--- config.mk ---
export PLATFORM = sky130hd
export DESIGN_NAME = sinegen_btn_ctrl_flat
export DESIGN_NICKNAME = d
export VERILOG_FILES = /design/src/rtl/sinegen_pkg.sv /design/src/rtl/sinegen_btn_ctrl_if.sv /design/src/rtl/btn_debounce.sv /design/src/rtl/sinegen_btn_ctrl.sv /design/src/flat_wrapper.sv
export SDC_FILE = /design/constraint.sdc
export NUM_CORES = 1
export LEC_CHECK = 0
export ABC_AREA = 1
export CAP_MARGIN = 10
export CORE_MARGIN = 10
export CORE_UTILIZATION = 30
export DETAILED_ROUTE_END_ITERATION = 8
export SLEW_MARGIN = 20
export SYNTH_ARGS = -nofsm -noshare
export SYNTH_HDL_FRONTEND = slang
export SYNTH_HIERARCHICAL = 1
export SYNTH_SLANG_ARGS = --single-unit
--- constraint.sdc ---
create_clock -name clk -period 2.3 [get_ports clk]
set_clock_uncertainty 0.2 [all_clocks]
set_input_delay 0.23 -clock clk [delete_from_list [all_inputs] [get_ports clk]]
set_output_delay 0.23 -clock clk [all_outputs]
set_load 0.02 [all_outputs]
--- src/rtl/sinegen_pkg.sv ---
// sinegen_pkg: shared widths, button indices and select type for the sine generator demo
package sinegen_pkg;
  localparam int SEL_W    = 2;
  localparam int N_BTN    = 4;
  localparam int BTN_UP   = 0;
  localparam int BTN_DOWN = 1;
  localparam int BTN_HOME = 2;
  localparam int BTN_LOCK = 3;
  typedef logic [SEL_W-1:0] sel_t;
endpackage

--- src/rtl/sinegen_btn_ctrl_if.sv ---
// sinegen_btn_ctrl_if: raw buttons in, debounced/delayed/edge debug taps and selector out
interface sinegen_btn_ctrl_if;
  import sinegen_pkg::*;
  logic [N_BTN-1:0] GPIO_BUTTONS;
  logic [N_BTN-1:0] GPIO_BUTTONS_db;
  logic [N_BTN-1:0] GPIO_BUTTONS_dly;
  logic [N_BTN-1:0] GPIO_BUTTONS_re;
  sel_t             sineSel;
  logic             sel_changed;
  modport master (
    output GPIO_BUTTONS,
    input  GPIO_BUTTONS_db, GPIO_BUTTONS_dly, GPIO_BUTTONS_re, sineSel, sel_changed
  );
  modport slave (
    input  GPIO_BUTTONS,
    output GPIO_BUTTONS_db, GPIO_BUTTONS_dly, GPIO_BUTTONS_re, sineSel, sel_changed
  );
endinterface

--- src/rtl/btn_debounce.sv ---
// btn_debounce: 2-FF synchroniser plus counter debounce for one push-button
module btn_debounce #(
  parameter int DEBOUNCE_CYCLES = 1250000
) (
  input  logic clk,
  input  logic reset,
  input  logic btn_i,
  output logic db_o
);
  localparam int CW = $clog2(DEBOUNCE_CYCLES);
  localparam logic [CW-1:0] CNT_MAX = CW'(DEBOUNCE_CYCLES - 1);
  logic [1:0]    sync_q;
  logic [CW-1:0] cnt_q, cnt_d;
  logic          db_q, db_d;
  logic          diff, done;
  assign diff = sync_q[1] != db_q;
  assign done = cnt_q == CNT_MAX;
  // any sample agreeing with the accepted level restarts the qualification count
  always_comb begin
    cnt_d = (!diff || done) ? '0 : cnt_q + CW'(1);
    db_d  = (diff && done) ? sync_q[1] : db_q;
  end
  // synchroniser, counter and accepted level all clear on reset
  always_ff @(posedge clk or negedge reset) begin
    if (!reset) begin
      sync_q <= '0;
      cnt_q  <= '0;
      db_q   <= 1'b0;
    end else begin
      sync_q <= {sync_q[0], btn_i};
      cnt_q  <= cnt_d;
      db_q   <= db_d;
    end
  end
  assign db_o = db_q;
endmodule

--- src/rtl/sinegen_btn_ctrl.sv ---
// sinegen_btn_ctrl: debounced buttons drive the sine frequency selector; SINEGEN_SEL_LOCK_EN adds a lock toggle on button 3
module sinegen_btn_ctrl
  import sinegen_pkg::*;
#(
  parameter int   DEBOUNCE_CYCLES = 1250000,
  parameter sel_t RESET_SEL       = 2'd0
) (
  input logic               clk,
  input logic               reset,
  sinegen_btn_ctrl_if.slave bus
);
  logic [N_BTN-1:0] db, dly_q, re;
  sel_t             sel_q, sel_d;
  logic             chg_q, en;
  for (genvar i = 0; i < N_BTN; i++) begin : g_db
    btn_debounce #(.DEBOUNCE_CYCLES(DEBOUNCE_CYCLES)) u_db (
      .clk   (clk),
      .reset (reset),
      .btn_i (bus.GPIO_BUTTONS[i]),
      .db_o  (db[i])
    );
  end
  assign re = db & ~dly_q;
`ifdef SINEGEN_SEL_LOCK_EN
  logic lock_q;
  assign en = ~lock_q;
`else
  assign en = 1'b1;
`endif
  // home beats up beats down; a locked selector ignores all three
  always_comb begin
    sel_d = !en            ? sel_q :
            re[BTN_HOME]   ? RESET_SEL :
            re[BTN_UP]     ? sel_q + SEL_W'(1) :
            re[BTN_DOWN]   ? sel_q - SEL_W'(1) : sel_q;
  end
  // edge delay, selector and change flag; lock toggles after this cycle's edges are judged
  always_ff @(posedge clk or negedge reset) begin
    if (!reset) begin
      dly_q  <= '0;
      sel_q  <= RESET_SEL;
      chg_q  <= 1'b0;
`ifdef SINEGEN_SEL_LOCK_EN
      lock_q <= 1'b0;
`endif
    end else begin
      dly_q  <= db;
      sel_q  <= sel_d;
      chg_q  <= sel_d != sel_q;
`ifdef SINEGEN_SEL_LOCK_EN
      lock_q <= lock_q ^ re[BTN_LOCK];
`endif
    end
  end
  assign bus.GPIO_BUTTONS_db  = db;
  assign bus.GPIO_BUTTONS_dly = dly_q;
  assign bus.GPIO_BUTTONS_re  = re;
  assign bus.sineSel          = sel_q;
  assign bus.sel_changed      = chg_q;
endmodule

--- src/flat_wrapper.sv ---
// flat-port wrapper written by rule: the top's interface ports become plain ports
module sinegen_btn_ctrl_flat import sinegen_pkg::*;
#(
  parameter int   DEBOUNCE_CYCLES = 1250000,
  parameter sel_t RESET_SEL       = 2'd0
)
  (clk, reset, bus_GPIO_BUTTONS, bus_GPIO_BUTTONS_db, bus_GPIO_BUTTONS_dly, bus_GPIO_BUTTONS_re, bus_sineSel, bus_sel_changed);
  sinegen_btn_ctrl_if bus_i ();
  input logic clk;
  input logic reset;
  input wire logic [$bits(bus_i.GPIO_BUTTONS)-1:0] bus_GPIO_BUTTONS;
  output wire logic [$bits(bus_i.GPIO_BUTTONS_db)-1:0] bus_GPIO_BUTTONS_db;
  output wire logic [$bits(bus_i.GPIO_BUTTONS_dly)-1:0] bus_GPIO_BUTTONS_dly;
  output wire logic [$bits(bus_i.GPIO_BUTTONS_re)-1:0] bus_GPIO_BUTTONS_re;
  output wire logic [$bits(bus_i.sineSel)-1:0] bus_sineSel;
  output wire logic [$bits(bus_i.sel_changed)-1:0] bus_sel_changed;
  assign bus_i.GPIO_BUTTONS = bus_GPIO_BUTTONS;
  assign bus_GPIO_BUTTONS_db = bus_i.GPIO_BUTTONS_db;
  assign bus_GPIO_BUTTONS_dly = bus_i.GPIO_BUTTONS_dly;
  assign bus_GPIO_BUTTONS_re = bus_i.GPIO_BUTTONS_re;
  assign bus_sineSel = bus_i.sineSel;
  assign bus_sel_changed = bus_i.sel_changed;
  sinegen_btn_ctrl #(.DEBOUNCE_CYCLES(DEBOUNCE_CYCLES), .RESET_SEL(RESET_SEL)) u_core (.clk(clk), .reset(reset), .bus(bus_i));
endmodule
Yosys cells after proc, flatten, opt, wreduce, memory -nomap -nowiden. Index checks and enable logic that the tools add are counted.

$add $sub $neg: 6. Multipliers: 0. Div/mod/pow operators: 0. $lt $le $gt $ge: 0. Equality and inequality tests: 9. Shifts and indexed selects: 0. Multiplexer cells: 7. Bitwise gates (word level): 2. Reduce and logical (&&, ||, !) cells: 12.

Operators by type and width (number): $add A21 B1 Y21 const B (4); $eq A21 B21 Y1 const B (4); $mux W21 (4); $mux W2 (3); $and A4 B4 Y4 (1); $logic_and A1 B1 Y1 (4); $logic_not A1 Y1 (4); $logic_or A1 B1 Y1 (4); $ne A1 B1 Y1 (4); $not A4 Y4 (1); $add A2 B1 Y2 const B (1); $ne A2 B2 Y1 (1); $sub A2 B1 Y2 const B (1).

Register bits: 103. Bits in latches: 0. Bits in writable memories: 0. Memory bits (read-only): 0. Logic and storage cells: 51. Memories kept: 0.

Depth between registers and ports, before layout. Gate-level depths: netlist (run 1).

Word-level depth: 6. Mapped depth: 8.

By module. The synthesis (run 1) kept the hierarchy.

Modules (own cells, without submodules): btn_debounce (times used 4, cells each 169, area an instance 1402.6 sq um); sinegen_btn_ctrl (times used 1, cells each 33, area an instance 306.5 sq um).

Least setup slack after synthesis (run 1). OpenSTA, ideal clock, no wires.

Kind: register -> register. From: register u_core.g_db[1].u_db.cnt_q[0]. To: register u_core.g_db[1].u_db.cnt_q[11]. Setup time: 0.119 ns. Arrival time: 1.290 ns. Path slack: 0.691 ns. Cell stages (with the launch flop): 8. Path buffers: 1. Path through: dfrtp_1 ha_1 nand3_2 nor2_2 nand3_2 nand2_4 buf_12 nor2_2.

Longest elaborated chain between the ends: 3. Elaborated cells between the ends (all ways): 4. Classes of those cells: add/sub (1); eq/ne (1); mux (1); reduce/logical (1).

Ends and longest elaborated chain: from (decl) (line btn_debounce.sv:13) `logic [CW-1:0] cnt_q, cnt_d;`; from (signal assigned) (line btn_debounce.sv:31) `cnt_q <= cnt_d;`; parallel branches: the longest is 2 deep, another holds $add A21 B1 Y21; $mux W21 (*) (line btn_debounce.sv:20) `cnt_d = (!diff || done) ? '0 : cnt_q + CW'(1);`; via u_core.g_db[1].u_db.cnt_d[11] (line btn_debounce.sv:13).

Mark *: on every way through the listed nets, which the timed path passes. A chain may end at the register's enable or synchronous reset.

Final worst setup path (run 1).
From: register u_core.g_db[2].u_db.db_q. To: output bus_GPIO_BUTTONS_re[2].

Longest elaborated chain between the ends: 1.

Ends and longest elaborated chain: from (decl) (line btn_debounce.sv:14) `logic db_q, db_d;`; from (signal assigned) (line btn_debounce.sv:28) `db_q <= 1'b0;`; from (signal assigned) (line btn_debounce.sv:32) `db_q <= db_d;`; $and A4 B4 Y4 (line sinegen_btn_ctrl.sv:23) `assign re = db & ~dly_q;`; to (decl) (line flat_wrapper.sv:14) `output wire logic [$bits(bus_i.GPIO_BUTTONS_re)-1:0] bus_GPIO_BUTTONS_re;`.

No other way between the ends.

==> run metrics, run 1 <==
clk slew on worst S/H paths=0.08 ns; RSZ-0062 raised after global routing=false; GP Congestion=0.837; Post-CTS Setup Bufs=0; clk buf depth=2; worst-margin pin slew=0.548 ns; worst setup path start=u_core/g_db[2].u_db/db_o; DPL Wire Length=8.10 mm; first-pass GRT wire length=19.6 mm; Post-Syn Area=5920 µm²; slowest stage delay, CP=0.64 ns; R2R depth=6; net count after synthesis=719; Post-CTS Hold Fix Bufs=1; Yosys reg bits=103; Clock Root Buffer=clkbuf_16; Fin Hold WS=0.114 ns; TritonCTS buffer count=9; Fin Setup TNS=0 ns; Final setup viols=0; Clk Latency, worst-skew pair=0.36 ns; WP depth=3; period utilization=90.0%; I/O pins=21; ratio of cells with drive above 1 in the final layout=22.0%; commonest non-fill, non-tap cell in the layout=nand2_1; core area=19,500 µm²; H-Tree Depth=3; CP Data Arrival Time=1.64 ns; fill count=2,033; pin count of the biggest net entering global routing=60; crit start category=flip-flop; fin. max-slew vios=0; CP delay by family, top=buffers and inverters; status=finished, final reports clean; routed vias=4,307; Multi-input gate area=2950 µm²; vias in the first global route=4,112; Final Net Count=745; Gate Count Post-Synth=709; slowest CP cell=clkdlybuf4s50_1; antenna cells=0; Yosys warning total=6; most frequent cells in the layout=159 x nand2_1, 103 x dfrtp_1, 98 x nor2_1; WHS Path Cells=1; Vert. Die Dim=160 µm; Initial Utilization=30.4%; Pwr Total=3.48 mW; worst r2r src=u_core/g_db[3].u_db/cnt_q[0]; min-delay src=bus_GPIO_BUTTONS[3]; FF/Latch Area=2580 µm²; Pwr Density=527 nW/µm²; worst slew margin relative to its limit=63.5%; type of the worst min-delay path=input port to flip-flop; Buf/Inv on CP=2; Final Hold Fails=0; Routed Wire Length=11.0 mm; Pre-antenna DRT Iters=7; CTS resizes=0; CP required=1.87 ns; Peak supply drop=367 µV; Max Clock Freq=0.483 GHz; CTS tree=yes; crit path kind=flip-flop to output port; count of cell types in the netlist=23; syn avg cell area=8.35 µm²; Area Growth Syn to Fin=11.7%; antenna violation net count after detailed routing=0; Worst setup EP type=output port; CP Cell Sequence=inv_1 -> nor2_2 -> clkdlybuf4s50_1; DR iter-0 viols=301; vias per inst=4.29; initial antenna violation count=0; Die Area=25,700 µm²; R2R Setup Slk=0.39 ns; crit path time final=2.07 ns; Remaining Overflow, GRT=0; DRC=0; critical-path maximum fanout=5; Port-buffer cells=20; die width=160 µm; Pleak=2.58 nW; # clock sinks=103; DR WL/cell=11.0 µm; max-cap violation count=0; register area share after synthesis=43.6%; row cnt=51; gr usage total=8.99%
[worst register-to-register path, cell delays in order, from the launching register on]
cell and delay (ns):
dfrtp_1 0.43, ha_1 0.30, nand3_2 0.17, nor2_2 0.15, nand3_2 0.14, nand2_4 0.32
nor2_2 0.08
[per-layer routing]
| metal | up-vias | part of all wire, % | routed length, µm | global-route usage [%] |
|---|---|---|---|---|
| met5 | - | 0 | 0 | 0 |
| met4 | 0 | 1.3 | 144 | 3.34 |
| met3 | 9 | 4.5 | 502 | 2.33 |
| met2 | 76 | 44 | 4850 | 13.3 |
| met1 | 1981 | 50 | 5540 | 12.3 |
| li1 | 2241 | - | - | - |
[final timing paths]
check,end
max in group asynchronous,u_core/g_db[2].u_db/cnt_q[11]
min in group asynchronous,u_core/g_db[0].u_db/db_o
max,bus_GPIO_BUTTONS_re[2]
max reg2reg,u_core/g_db[3].u_db/cnt_q[17]
min,u_core/g_db[3].u_db/sync_q[0]
min reg2reg,u_core/g_db[1].u_db/sync_q[1]
[synthesized netlist by cell type]
cell / count / share of area [%]
nand4_1: 8 / 0.85
o21bai_1: 4 / 0.51
ha_1: 4 / 0.85
inv_1: 60 / 3.8
nand2_2: 18 / 1.9
nand2_1: 159 / 10
nor3_2: 8 / 1.4
nand3b_1: 4 / 0.51
o21ai_0: 4 / 0.34
nand3_2: 10 / 1.7
a21oi_1: 6 / 0.51
nor2_4: 9 / 1.7
nor2_1: 98 / 6.2
o21ai_1: 2 / 0.17
xor2_1: 32 / 4.7
nand3_1: 45 / 3.8
xnor2_1: 24 / 3.6
inv_2: 2 / 0.13
buf_12: 8 / 2.7
nand2_4: 4 / 0.76
nor2_2: 93 / 9.8
dfrtp_1: 103 / 44
and2_1: 4 / 0.42
[final cells by class]
class                      instances  share of cell area, %
clock buffer                       9                   3.41
clock inverter                     7                  0.946
inverter                          62                   3.52
multi-input combinational        536                   44.6
sequential                       103                   39.0
tap                              265                   5.02
timing repair buffer              23                   3.56
[registers in the layout, indices dropped and copies added (netlist names)]
| signal | flops |
|---|---|
| u_core/bus.sel_changed | 1 |
| u_core/bus.sineSel | 2 |
| u_core/g_db.u_db/db_o | 4 |
| u_core/bus.GPIO_BUTTONS_dly | 4 |
| u_core/g_db.u_db/cnt_q | 84 |
| u_core/g_db.u_db/sync_q | 8 |
[through the flow]
step	setup WS, ns	std cells	area (µm²)	utilization (%)
2_1_floorplan	0.691	709	5920	-
3_3_place_gp	0.412	988	6310	32.4
3_5_place_dp	0.400	988	6310	32.4
4_1_cts	0.192	1005	6610	34.0
5_1_grt	0.0828	1005	6610	34.0
6_report	0.229	1005	6610	34.0
[where the power goes]
group	total [mW]	internal (mW)	switching (mW)
Sequential	1.86	1.83	0.0220
Clock	1.48	0.757	0.726
Combinational	0.146	0.0422	0.104
[cell families (layout without fill, tap and decap cells)]
logic type                 count (synthesis)  count (layout)  synth area share (%)
adders and majority gates                  4               4                 0.846
AOI/OAI and AO/OA                         16              16                  1.52
DFF                                      103             103                  43.6
xor gates and xnor gates                  56              56                  8.29
and+or+nand+nor                          460             460                  39.1
buffers and inverters                     70             101                  6.64
Power figures use the tool's default switching activity.
==> inputs of run 2 (changes only) <==
--- a/config.mk
+++ b/config.mk
@@ -10,6 +10,7 @@
 export CORE_MARGIN = 10
 export CORE_UTILIZATION = 30
 export DETAILED_ROUTE_END_ITERATION = 8
+export RECOVER_POWER = 100
 export SLEW_MARGIN = 20
 export SYNTH_ARGS = -nofsm -noshare
 export SYNTH_HDL_FRONTEND = slang
==> run metrics, run 2 (synthesis gave the netlist of run 1 again) <==
status=finished, final reports clean; ratio of cells with drive above 1 in the final layout=13.0%; Biggest register=u_core/g_db.u_db/cnt_q; Logic pwr share=3.6%; Final setup viols=0; Worst setup EP type=output port; vias per inst=4.30; antenna violation net count after detailed routing=0; clk buf depth=2; R2R Setup Slk=0.34 ns; Port-buffer cells=20; DPL Wire Length=8.10 mm; clk slew on worst S/H paths=0.07 ns; I/O pins=21; Pre-antenna DRT Iters=6; RSZ-0062 raised after global routing=false; min-delay src=u_core/g_db[1].u_db/sync_q[0]; worst slew margin relative to its limit=12.3%; crit path kind=flip-flop to output port; Core Util, Final=32.9%; clock share of power=42.8%; most frequent cells in the layout=160 x nand2_1, 156 x nor2_1, 103 x dfrtp_1; number of flip-flops in the largest register=84; Fin Setup TNS=0 ns; row cnt=51; GP Congestion=0.837; Seq pwr share=53.6%; period utilization=92.6%; final worst-path setup slack=0.171 ns; Peak supply drop=387 µV; fin. max-slew vios=0; worst-margin pin slew=1.32 ns; Sw Share=24.2%; CTS tree=yes; TritonCTS buffer count=9; worst setup path start=u_core/g_db[0].u_db/db_o; worst r2r src=u_core/g_db[3].u_db/cnt_q[0]; Final Net Count=745; Final Hold Fails=0; Die Area=25,700 µm²; Regs by FF count=u_core/g_db.u_db/cnt_q: 84 flops, u_core/g_db.u_db/sync_q: 8 flops; DRC=0; Pleak=2.64 nW; Pwr Density=540 nW/µm²; Post-CTS Setup Bufs=0; CTS resizes=0; DR iter-0 viols=283; Max Clock Freq=0.470 GHz; gr usage total=8.99%; crit path time final=2.13 ns; Fin Hold WS=0.151 ns; critical-path maximum fanout=5; DR WL/cell=11.0 µm; Clk Latency, worst-skew pair=0.35 ns; first-pass GRT wire length=19.6 mm; CP Data Arrival Time=1.70 ns; DP Worst Slack=0.400 ns; NetSw=0.837 mW; antenna cells=0; max-cap violation count=0; type of the worst min-delay path=flip-flop to flip-flop; core area=19,500 µm²; routed vias=4,326; # clock sinks=103; Routed Wire Length=11.0 mm; Remaining Overflow, GRT=0; Vert. Die Dim=160 µm; R2R depth=6; Internal=2.62 mW; die width=160 µm; Clock Root Buffer=clkbuf_16; vias in the first global route=4,112; commonest non-fill, non-tap cell in the layout=nand2_1; crit start category=flip-flop; Area Growth Syn to Fin=8.27%; WHS Path Cells=0; pin count of the biggest net entering global routing=60; Initial Utilization=30.4%; Post-CTS Hold Fix Bufs=1; initial antenna violation count=0; CP required=1.87 ns; H-Tree Depth=3
-- run 2: changes by cell type in the layout (fill, tap and decap cells not counted), moves of 8 or more --
cell,previous run,this run
clkdlybuf4s50_1,19,1
nand3_1,45,53
nand3_2,10,2
nor2_1,98,156
nor2_2,93,35
dlygate4sd3_1,1,19
-- run 2: area by class of cell --
class                           instances  area (µm²)
Timing Repair Buffer                   23         218
Fill cell                            2080       13100
Sequential cell                       103        2580
Multi-Input combinational cell        536        2760
Clock buffer                            9         225
Tap cell                              265         332
Clock inverter                          7        62.6
Inverter                               62         233
-- run 2: power groups by stage --
stage	clock, mW	sequential [mW]	combinational [mW]
5_1_grt	1.63	1.86	0.146
2_1_floorplan	0	1.89	0.116
6_report	1.48	1.85	0.125
3_5_place_dp	0	1.89	0.149
3_3_place_gp	0	1.89	0.149
4_1_cts	1.55	1.86	0.152
-- run 2: final timing paths --
kind / to
setup / recovery: bus_GPIO_BUTTONS_re[0]
hold / removal: u_core/g_db[1].u_db/sync_q[1]
setup reg to reg: u_core/g_db[3].u_db/cnt_q[17]
hold reg to reg: u_core/g_db[1].u_db/sync_q[1]
max in group asynchronous: u_core/g_db[3].u_db/cnt_q[1]
min in group asynchronous: u_core/bus.GPIO_BUTTONS_dly[0]
-- run 2: critical path, cell delays in order (launching register included) --
cell and delay (ns):
dfrtp_1 0.44, nand2_1 0.15, inv_2 0.08, dlygate4sd3_1 0.67
-- run 2: metal layers --
layer,track usage (%),vias up,share of wire (%)
met5,0,-,0
met4,3.34,0,1.5
met3,2.33,11,4.6
met2,13.3,77,44
met1,12.3,1990,50
li1,-,2248,-
-- run 2: metrics by stage --
| stage | area, µm² | cells | total power, mW |
|---|---|---|---|
| global placement | 6310 | 988 | 2.04 |
| finish | 6410 | 1005 | 3.46 |
| floorplan | 5920 | 709 | 2.00 |
| CTS | 6610 | 1005 | 3.56 |
| global route | 6410 | 1005 | 3.63 |
| detailed placement | 6310 | 988 | 2.04 |
==> inputs of run 3 (changes only) <==
--- a/config.mk
+++ b/config.mk
@@ -7,9 +7,10 @@
 export LEC_CHECK = 0
 export ABC_AREA = 1
 export CAP_MARGIN = 10
-export CORE_MARGIN = 10
+export CORE_MARGIN = 5
 export CORE_UTILIZATION = 30
 export DETAILED_ROUTE_END_ITERATION = 8
+export PLACE_DENSITY = 0.5
 export RECOVER_POWER = 100
 export SLEW_MARGIN = 20
 export SYNTH_ARGS = -nofsm -noshare
==> run metrics, run 3 (synthesis gave the netlist of run 1 again) <==
status=finished, final reports clean; placed inst area=6330 µm²; worst r2r dst=u_core/g_db[0].u_db/cnt_q[9]; Die Area=22,600 µm²; Pre-antenna DRT Iters=5; Max Clock Freq=0.470 GHz; Routed Wire Length=11.4 mm; Regs by FF count=u_core/g_db.u_db/cnt_q: 84 flops, u_core/g_db.u_db/sync_q: 8 flops; Worst setup EP type=output port; gr usage total=11.1%; Peak supply drop=375 µV; vias per inst=4.23; Pwr Density=564 nW/µm²; clk slew on worst S/H paths=0.07 ns; number of flip-flops in the largest register=84; commonest non-fill, non-tap cell in the layout=nand2_1; CP required=1.87 ns; Pwr Total=3.64 mW; TritonCTS buffer count=9; hold path endpoint=u_core/g_db[0].u_db/sync_q[1]; core area=19,500 µm²; Finished Cell Area=6440 µm²; most frequent cells in the layout=159 x nand2_1, 154 x nor2_1, 103 x dfrtp_1; Multi-input gate area=2770 µm²; met3 global-route usage=1.78%; vias in the first global route=4,325; Initial Utilization=30.4%; DP Worst Slack=0.363 ns; dpl cells=988; ratio of cells with drive above 1 in the final layout=13.0%; period utilization=92.5%; GP Congestion=0.827; DR iter-0 viols=192; antenna cells=0; R2R depth=6; non-filler cells, final=1,004; row cnt=51; FF/Latch Area=2580 µm²; Clk Latency, worst-skew pair=0.35 ns; crit path kind=flip-flop to output port; Vert. Die Dim=150 µm; worst r2r src=u_core/g_db[0].u_db/cnt_q[0]; Port-buffer cells=20; DR WL/cell=11.3 µm; CTS tree=yes; fin. max-slew vios=0; DPL Wire Length=8.32 mm; RSZ-0062 raised after global routing=false; CP Data Arrival Time=1.70 ns; critical-path maximum fanout=5; worst slew margin relative to its limit=48.6%; final worst-path setup slack=0.172 ns; routed vias=4,246; first-pass GRT wire length=20.4 mm; clk buf depth=2; initial antenna violation count=0; min-delay src=u_core/g_db[0].u_db/sync_q[0]; antenna violation net count after detailed routing=0; M2 GR Usage=18.3%; GR met1 Demand/Resource=14.5%; GRT Max-Usage Layer=met2; DRC=0; type of the worst min-delay path=flip-flop to flip-flop; Clock Root Buffer=clkbuf_16; fill count=2,075; Final setup viols=0; worst-margin pin slew=0.772 ns; Area Growth Syn to Fin=8.86%; WHS Path Cells=0; # clock sinks=103; Pleak=2.66 nW; die width=150 µm; H-Tree Depth=3; I/O pins=21; Final Hold Fails=0; R2R Setup Slk=0.27 ns; CTS resizes=0; crit start category=flip-flop; crit path time final=2.13 ns; Fin Hold WS=0.149 ns; Fin Setup TNS=0 ns; Biggest register=u_core/g_db.u_db/cnt_q; Final Net Count=745; Remaining Overflow, GRT=0; Core Util, Final=33.1%; max-cap violation count=0; pin count of the biggest net entering global routing=39
[run 3: worst max path at each step]
stage	from	end	slack, ns	cells after the start
floorplan	u_core/g_db[1].u_db/cnt_q[0]	u_core/g_db[1].u_db/cnt_q[11]	0.69	7
global placement	u_core/g_db[0].u_db/cnt_q[0]	u_core/g_db[0].u_db/cnt_q[10]	0.40	6
detailed placement	u_core/g_db[0].u_db/cnt_q[0]	u_core/g_db[0].u_db/cnt_q[9]	0.36	6
CTS	u_core/g_db[2].u_db/db_o	bus_GPIO_BUTTONS_re[2]	0.19	3
global route	u_core/g_db[2].u_db/db_o	bus_GPIO_BUTTONS_re[2]	0.06	3
finish	u_core/g_db[2].u_db/db_o	bus_GPIO_BUTTONS_re[2]	0.17	3
[run 3: where the power goes]
| part | switching [mW] | internal, mW | leakage (nW) |
|---|---|---|---|
| Combinational | 0.0932 | 0.0351 | 1.10 |
| Sequential | 0.0202 | 1.83 | 1.41 |
| Clock | 0.677 | 0.975 | 0.155 |
[run 3: repair_timing]
item / CTS / global route
endpoints found under the hold margin: 29 / 0
hold buffers: 1 / 0
setup buffers: 0 / 0
[run 3: cell type report]
class | count | area share [%]
clock buffer | 11 | 3.77
clock inverter | 4 | 1.09
inverter | 62 | 3.61
multi-input combinational | 536 | 42.9
sequential | 103 | 40.0
tap | 265 | 5.15
timing repair buffer | 23 | 3.42
[run 3: per-layer routing]
| layer | wire, µm | share of wire, % | vias to the layer above |
|---|---|---|---|
| met5 | 0 | 0 | - |
| met2 | 5340 | 47 | 31 |
| met3 | 213 | 1.9 | 14 |
| met1 | 5590 | 49 | 1952 |
| met4 | 204 | 1.8 | 0 |
| li1 | - | - | 2249 |
[run 3: critical path, cell delays in order (launching register included)]
cell           delay, ns
dfrtp_1             0.41
inv_1               0.07
nor2_2              0.17
dlygate4sd3_1       0.70
